## src/rtl/alien_bullet.sv

```systemverilog
// Alien column projectile engine: periodic launch from the alien, fixed-rate
// downward motion, and bounding-box hit test against the player ship.
//
// state  | meaning
// IDLE   | no bullet in flight; fire_cnt paces launch attempts
// FLIGHT | bullet moving down; step_cnt paces moves, hit test every cycle
module alien_bullet #(
   parameter int ALIEN_W       = 16,
   parameter int ALIEN_H       = 12,
   parameter int BULLET_W      = 2,
   parameter int BULLET_H      = 4,
   parameter int PLAYER_W      = 20,
   parameter int PLAYER_H      = 10,
   parameter int STEP_TICKS    = 400000,
   parameter int SPEED         = 2,
   parameter int SCREEN_BOTTOM = 240
) (
   input  logic        clk,
   input  logic        resetn,
   input  logic        enable,
   input  logic [9:0]  alienX,
   input  logic [8:0]  alienY,
   input  logic        frontalive,
   input  logic [27:0] firefreq,
   input  logic [9:0]  playerX,
   input  logic [8:0]  playerY,
   output logic [9:0]  bulletX,
   output logic [8:0]  bulletY,
   output logic        bullet_active,
   output logic        fire,
   output logic        hit
);

   localparam int STEP_W = (STEP_TICKS > 1) ? $clog2(STEP_TICKS) : 1;
   localparam logic [STEP_W-1:0] STEP_LAST = STEP_W'(STEP_TICKS - 1);
   localparam logic [9:0] LAUNCH_DX = 10'(ALIEN_W / 2 - BULLET_W / 2);
   localparam logic [8:0] LAUNCH_DY = 9'(ALIEN_H);

   typedef enum logic {IDLE, FLIGHT} state_t;

   state_t            state;
   logic [27:0]       fire_cnt;
   logic [STEP_W-1:0] step_cnt;

   logic [10:0] bx, by, px, py;
   logic [10:0] next_y;
   logic        overlap;
   logic        off_bottom;
   logic        fire_last;

   // 11-bit sums so box edges near the right/bottom of the screen never wrap
   assign bx = {1'b0, bulletX};
   assign by = {2'b0, bulletY};
   assign px = {1'b0, playerX};
   assign py = {2'b0, playerY};

   assign overlap = (bx < px + 11'(PLAYER_W)) &&
                    (bx + 11'(BULLET_W) > px) &&
                    (by < py + 11'(PLAYER_H)) &&
                    (by + 11'(BULLET_H) > py);

   assign next_y     = by + 11'(SPEED);
   assign off_bottom = next_y >= 11'(SCREEN_BOTTOM);
   assign fire_last  = fire_cnt == (firefreq - 28'd1);

   always_ff @(posedge clk) begin
      if (resetn) begin
         state         <= IDLE;
         fire_cnt      <= '0;
         step_cnt      <= '0;
         bulletX       <= '0;
         bulletY       <= '0;
         bullet_active <= 1'b0;
         fire          <= 1'b0;
         hit           <= 1'b0;
      end else begin
         fire <= 1'b0;
         hit  <= 1'b0;
         if (enable) begin
            case (state)
               IDLE: begin
                  if (firefreq == 28'd0) begin
                     fire_cnt <= '0;
                  end else if (fire_last) begin
                     fire_cnt <= '0;
                     // a dead or non-front alien simply forfeits this attempt
                     if (frontalive) begin
                        bulletX       <= alienX + LAUNCH_DX;
                        bulletY       <= alienY + LAUNCH_DY;
                        step_cnt      <= '0;
                        bullet_active <= 1'b1;
                        fire          <= 1'b1;
                        state         <= FLIGHT;
                     end
                  end else begin
                     fire_cnt <= fire_cnt + 28'd1;
                  end
               end
               FLIGHT: begin
                  if (overlap) begin
                     hit           <= 1'b1;
                     bullet_active <= 1'b0;
                     fire_cnt      <= '0;
                     state         <= IDLE;
                  end else if (step_cnt == STEP_LAST) begin
                     step_cnt <= '0;
                     if (off_bottom) begin
                        bullet_active <= 1'b0;
                        fire_cnt      <= '0;
                        state         <= IDLE;
                     end else begin
                        bulletY <= next_y[8:0];
                     end
                  end else begin
                     step_cnt <= step_cnt + STEP_W'(1);
                  end
               end
               default: state <= IDLE;
            endcase
         end
      end
   end

endmodule

```

## config.mk

```make
export PLATFORM = sky130hd
export DESIGN_NAME = alien_bullet
export DESIGN_NICKNAME = d
export VERILOG_FILES = /design/src/rtl/alien_bullet.sv
export SDC_FILE = /design/constraint.sdc
export NUM_CORES = 1
export LEC_CHECK = 0
export ABC_CLOCK_PERIOD_IN_PS = 4350
export CORE_UTILIZATION = 35
export CTS_CLUSTER_SIZE = 10
export DETAILED_ROUTE_END_ITERATION = 10
export PLACE_DENSITY = 0.68
export SLEW_MARGIN = 10
export SYNTH_ARGS = -nofsm -noshare
export SYNTH_HDL_FRONTEND = slang
export SYNTH_SLANG_ARGS = --single-unit
export TNS_END_PERCENT = 5
```

## constraint.sdc

```tcl
create_clock -name clk -period 4.35 [get_ports clk]
set_clock_uncertainty 0.1 [all_clocks]
set_input_delay 0.6525 -clock clk [delete_from_list [all_inputs] [get_ports clk]]
set_output_delay 0.6525 -clock clk [all_outputs]
set_load 0.01 [all_outputs]
```

### Yosys cells after proc, flatten, opt, wreduce, memory -nomap -nowiden

Index checks and enable logic that the tools add are counted.
Widths: inputs -> output; s select.

| storage, ports and cells | value |
|---|---|
| register bits | 70 |
| input port bits | 70 |
| output and inout port bits | 22 |
| word-level logic and storage cells | 81 |

| operators by class | value |
|---|---|
| add/sub/neg operators | 10 |
| $lt $le $gt $ge | 5 |
| equal/unequal tests | 10 |
| multiplexer cells | 34 |
| bitwise logic cells | 3 |
| reductions and logical operators | 11 |

Operator list:

| kind | number |
|---|---|
| $mux 28 | 5 |
| $mux 19 | 5 |
| $pmux 28 s2 | 1 |
| $mux 9 | 6 |
| $pmux 19 s2 | 1 |
| $add 28x1->28 const B | 1 |
| $eq 28x28->1 | 1 |
| $logic_not 28->1 | 1 |
| $sub 28x1->28 const B | 1 |
| $add 19x1->19 const B | 1 |
| $eq 19x19->1 const B | 1 |
| $pmux 9 s2 | 1 |
| $mux 1 | 13 |
| $add 10x2->11 const B | 1 |
| $add 10x5->11 const B | 1 |
| $gt 11x10->1 | 1 |
| $lt 10x11->1 | 1 |
| $add 10x3->10 const B | 1 |
| $add 9x2->10 const B | 1 |
| $add 9x3->10 const B | 1 |
| $add 9x4->10 const B | 1 |
| $ge 10x8->1 const B | 1 |
| $gt 10x9->1 | 1 |
| $lt 9x10->1 | 1 |
| other kinds (12) | 24 |

### Logic depth before layout (Yosys ltp)

| depth | value |
|---|---|
| word-level depth | 7 |
| gate-level depth with buffers | 16 |
| mapped depth without buffers | 14 |

### Worst setup path after synthesis

Ideal clock, no wire load.

| timing path | value |
|---|---|
| path kind | input port to flip-flop |
| start | input port playerX[2] |
| end | register fire_cnt[27] |
| arrival time | 3.639 ns |
| slack | 0.541 ns |
| stages | 13 |
| path buffers | 0 |
| cells stage by stage | ha_1 -> o21ai_0 -> xnor2_1 -> ha_1 -> a21oi_1 -> nor2_1 -> a2111oi_0 -> a21oi_1 -> nand4b_1 -> a31oi_1 -> nand2_1 -> or4_1 -> a21oi_1 |

| on the way | value |
|---|---|
| word-level cells in the longest chain between the ends | 7 |
| elaborated cells on any way between the ends | 11 |
| those cells by class | add/sub (1); order compare (2); eq/ne (2); mux (2); reduce/logical (4) |

Ends and longest elaborated chain:

| element | RTL line | RTL |
|---|---|---|
| start, declared | 25 | `input logic [9:0] playerX,` |
| $add 10x5->11 | 57 | `assign overlap = (bx < px + 11'(PLAYER_W)) &&` |
| $lt 10x11->1 | 57 |  |
| $logic_and 1x1->1 (*) | 57 |  |
| $logic_and 1x1->1 (*) | 58 | `(bx + 11'(BULLET_W) > px) &&` |
| $logic_and 1x1->1 (*) | 59 | `(by < py + 11'(PLAYER_H)) &&` |
| $ne 3x1->1 (no source line) or $mux 28 (tied branches) | - |  |
| $reduce_and 3->1 (no source line) or $pmux 28 s2 (tied branches) | - |  |
| end signal, assigned | 96 | `fire_cnt <= fire_cnt + 28'd1;` |
| end, declared | 42 | `logic [27:0] fire_cnt;` |

Mark *: on every way between the ends. The rest lies on a longest branch, timed or not.
A chain may end at the register's enable or synchronous reset.

### Final worst setup path

| timing path | value |
|---|---|
| start | input port playerX[2] |
| end | register fire_cnt[26] |

Same word-level chain as after synthesis.

==> metrics.md <==
| Metric | Value |
|---|---|
| Final Max Slew Viols | 0 |
| Fill cell count | 1723 |
| Total grt overflow | 0 |
| Share of flip-flops with an asynchronous set or reset | 0 |
| Vias per cell | 5.45 |
| Routed length per instance | 14.7 µm |
| Slew margin rel. | 0.574 |
| Fin Setup TNS | 0 ps |
| Type of the worst min-delay path | flip-flop to flip-flop |
| Reg2Reg Depth | 16 |
| Synth warn | 0 |
| Worst Hold Path Cells | 2 |
| Routability Congestion | 0.925 |
| Synth cell count leaders | 71 x nor2_1, 70 x dfxtp_1, 57 x inv_1 |
| First-pass DRT Iterations | 5 |
| Post-Layout Cell Count | 1132 |
| Achievable frequency | 250 MHz |
| Top-count cell post-synth | nor2_1 |
| Main synth FF type | dfxtp_1 |
| EDFF count, synth | 0 |
| CTS sink count | 70 |
| Initial antenna violation count | 0 |
| Port bufs | 91 |
| Number of vias in the routed layout | 6172 |
| Clk Latency, worst-skew pair | 340 ps |
| Critical path endpoint category | flip-flop |
| Clock transition at path regs | 60 ps |
| Nets | 1019 |
| FP Rows | 48 |
| Slowest-stage cell, CP | clkdlybuf4s50_1 |
| First-pass GRT wire length | 27800 µm |
| Synth area leader | dfxtp_1 |
| Synth Instances | 798 |
| Die ar. | 18200 µm² |
| DRT iter0 DRCs | 417 |
| Root cell of the clock tree | clkbuf_16 |
| GRT Overall Usage | 0.191 |
| DR DRC count | 0 |
| Area grow syn2layout | 26.8% |
| Pin slew with the least headroom to its limit | 633 ps |
| Synth Area per Inst | 7.74 µm² |
| Worst-case clock buffer depth | 2 |
| Design Power | 1.68 mW |
| Vias in the first global route | 5667 |
| Yosys top cell area share | 0.227 |
| Worst EP required | 4520 ps |
| Tmin final | 4010 ps |
| Final setup violation count | 0 |
| Final period util | 0.921 |
| Post-cts resize count | 0 |
| P_leak | 2.96 nW |
| Peak supply drop | 0.000202 V |
| Critical Path Source Type | input port |
| Ports | 92 |
| RSZ-0062 raised after global routing | no |
| Detailed-placement wirelength estimate | 12900 µm |
| Hold-fix buffers, CTS | 0 |
| Layout cells sized above 1 | 0.0794 |
| Die X | 135 µm |
| Syn_nets | 914 |
| Max cap viols | 0 |
| DRT Wirelength | 16600 µm |
| Postcts setup bufs | 0 |
| Pwr/cell area | 214 nW/µm² |
| Largest net degree at the start of global routing | 31 |
| H-tree levels | 3 |
| CTS tree | done |
| Critical path class | input port to flip-flop |
| N_diodes | 0 |
| Status | complete, no violations |
| Crit-path cells | clkdlybuf4s50_1 > ha_1 > o2111ai_1 > xnor2_1 > ha_1 > nand2_1 > nor2_1 > a2111oi_0 > a21oi_1 > nand4b_1 > a31oi_2 > buf_4 > nand2_1 > or3_1 > a21oi_1 |
| Starting density of the core | 0.358 |
| Synthesized area | 6180 µm² |
| Synthesized flop and latch total | 70 |
| Slowest stage delay, CP | 450 ps |
| Critical Path AT | 4180 ps |
| CTS buffer count | 9 |
| Worst Path Max Fanout | 25 |
| Count of different cell masters after synthesis | 66 |
| Sequential area share after synthesis | 0.227 |
| Die Ht | 135 µm |
| Core box area | 17200 µm² |
| Hold Fails Final Rpt | 0 |
| Top cells by area, synth | dfxtp_1 23%, ha_1 9.3%, xnor2_1 7.7% |
| Final antenna-violating net count | 0 |
| DP Cell Count | 1117 |
[registers in the layout (all words and copies together), names as in the netlist]
signal / cells
bulletX: 10
bulletY: 9
bullet_active: 1
fire: 1
fire_cnt: 28
hit: 1
state: 1
step_cnt: 19
[final timing paths]
check,from,endpoint,slack (ps)
worst max-delay path,playerX[2],fire_cnt[26],340
worst max register to register,bulletY[2],step_cnt[17],540
worst min-delay path,step_cnt[18],step_cnt[18],360
worst min register to register,step_cnt[18],step_cnt[18],360
[placed cells by master, fill, tap and decap left out, types with 8 or more instances in the layout]
master,netlist,routed
clkdlybuf4s50_1,0,91
nor2_1,71,71
dfxtp_1,70,70
inv_1,57,57
xnor2_1,54,54
a21oi_1,49,49
nand2_1,46,46
ha_1,46,46
xor2_1,44,44
nand3_1,42,42
buf_4,0,34
nand4_1,27,27
o21ai_0,24,23
nor3_1,20,20
or3_1,18,18
and3_1,16,16
mux2i_1,13,13
o31ai_1,13,13
or4_1,12,12
nor2b_1,11,11
a31oi_1,11,10
nor4_1,9,9
o211ai_1,9,9
clkbuf_16,0,9
a211oi_1,8,8
[worst max-delay path, delay by kind of cell]
kind | cells | cell delay (ps)
AOI/OAI and AO/OA | 5 | 1190
xor gates and xnor gates | 1 | 160
adders and majority gates | 2 | 540
buffers and inverters | 2 | 770
and+or+nand+nor | 5 | 860
[kinds of logic after synthesis]
| logic type | synth area share |
|---|---|
| and+or+nand+nor | 0.274 |
| adders and majority gates | 0.0932 |
| DFF | 0.227 |
| buffers and inverters | 0.0573 |
| AOI/OAI and AO/OA | 0.172 |
| xor gates and xnor gates | 0.139 |
| muxes | 0.0375 |
[report_power, final]
group / internal (mW) / switching [mW]
combinational: 0.142 / 0.151
clock: 0.454 / 0.281
sequential: 0.644 / 0.00308
[per-layer routing]
metal / vias to the layer above / share of wire / track usage
met5: - / 0 / 0
met4: 0 / 0.015 / 0.0593
met3: 17 / 0.054 / 0.0304
met2: 184 / 0.46 / 0.315
met1: 2850 / 0.47 / 0.254
li1: 3121 / - / -
[final cells by class]
type                    instances  area [µm²]  share of cell area
multi-input cells             638        4440               0.567
flip-flops and latches         70        1400               0.179
repair buffers                127        1210               0.154
well taps                     225         282              0.0359
clock buffers                  11         243              0.0310
inverters                      57         214              0.0273
clock inverters                 4        47.5             0.00607
[through the flow]
stage / hold WS, ps / util / worst slack, ps / cell area [µm²]
finish: 365 / 0.454 / 345 / 7830
global route: 396 / 0.454 / 37.0 / 7830
CTS: 364 / 0.454 / 385 / 7830
detailed placement: 356 / 0.438 / 58.8 / 7540
global placement: 350 / 0.438 / 87.3 / 7540
floorplan: 338 / - / 541 / 6180
Note: power is estimated with default switching activity, not from simulation.
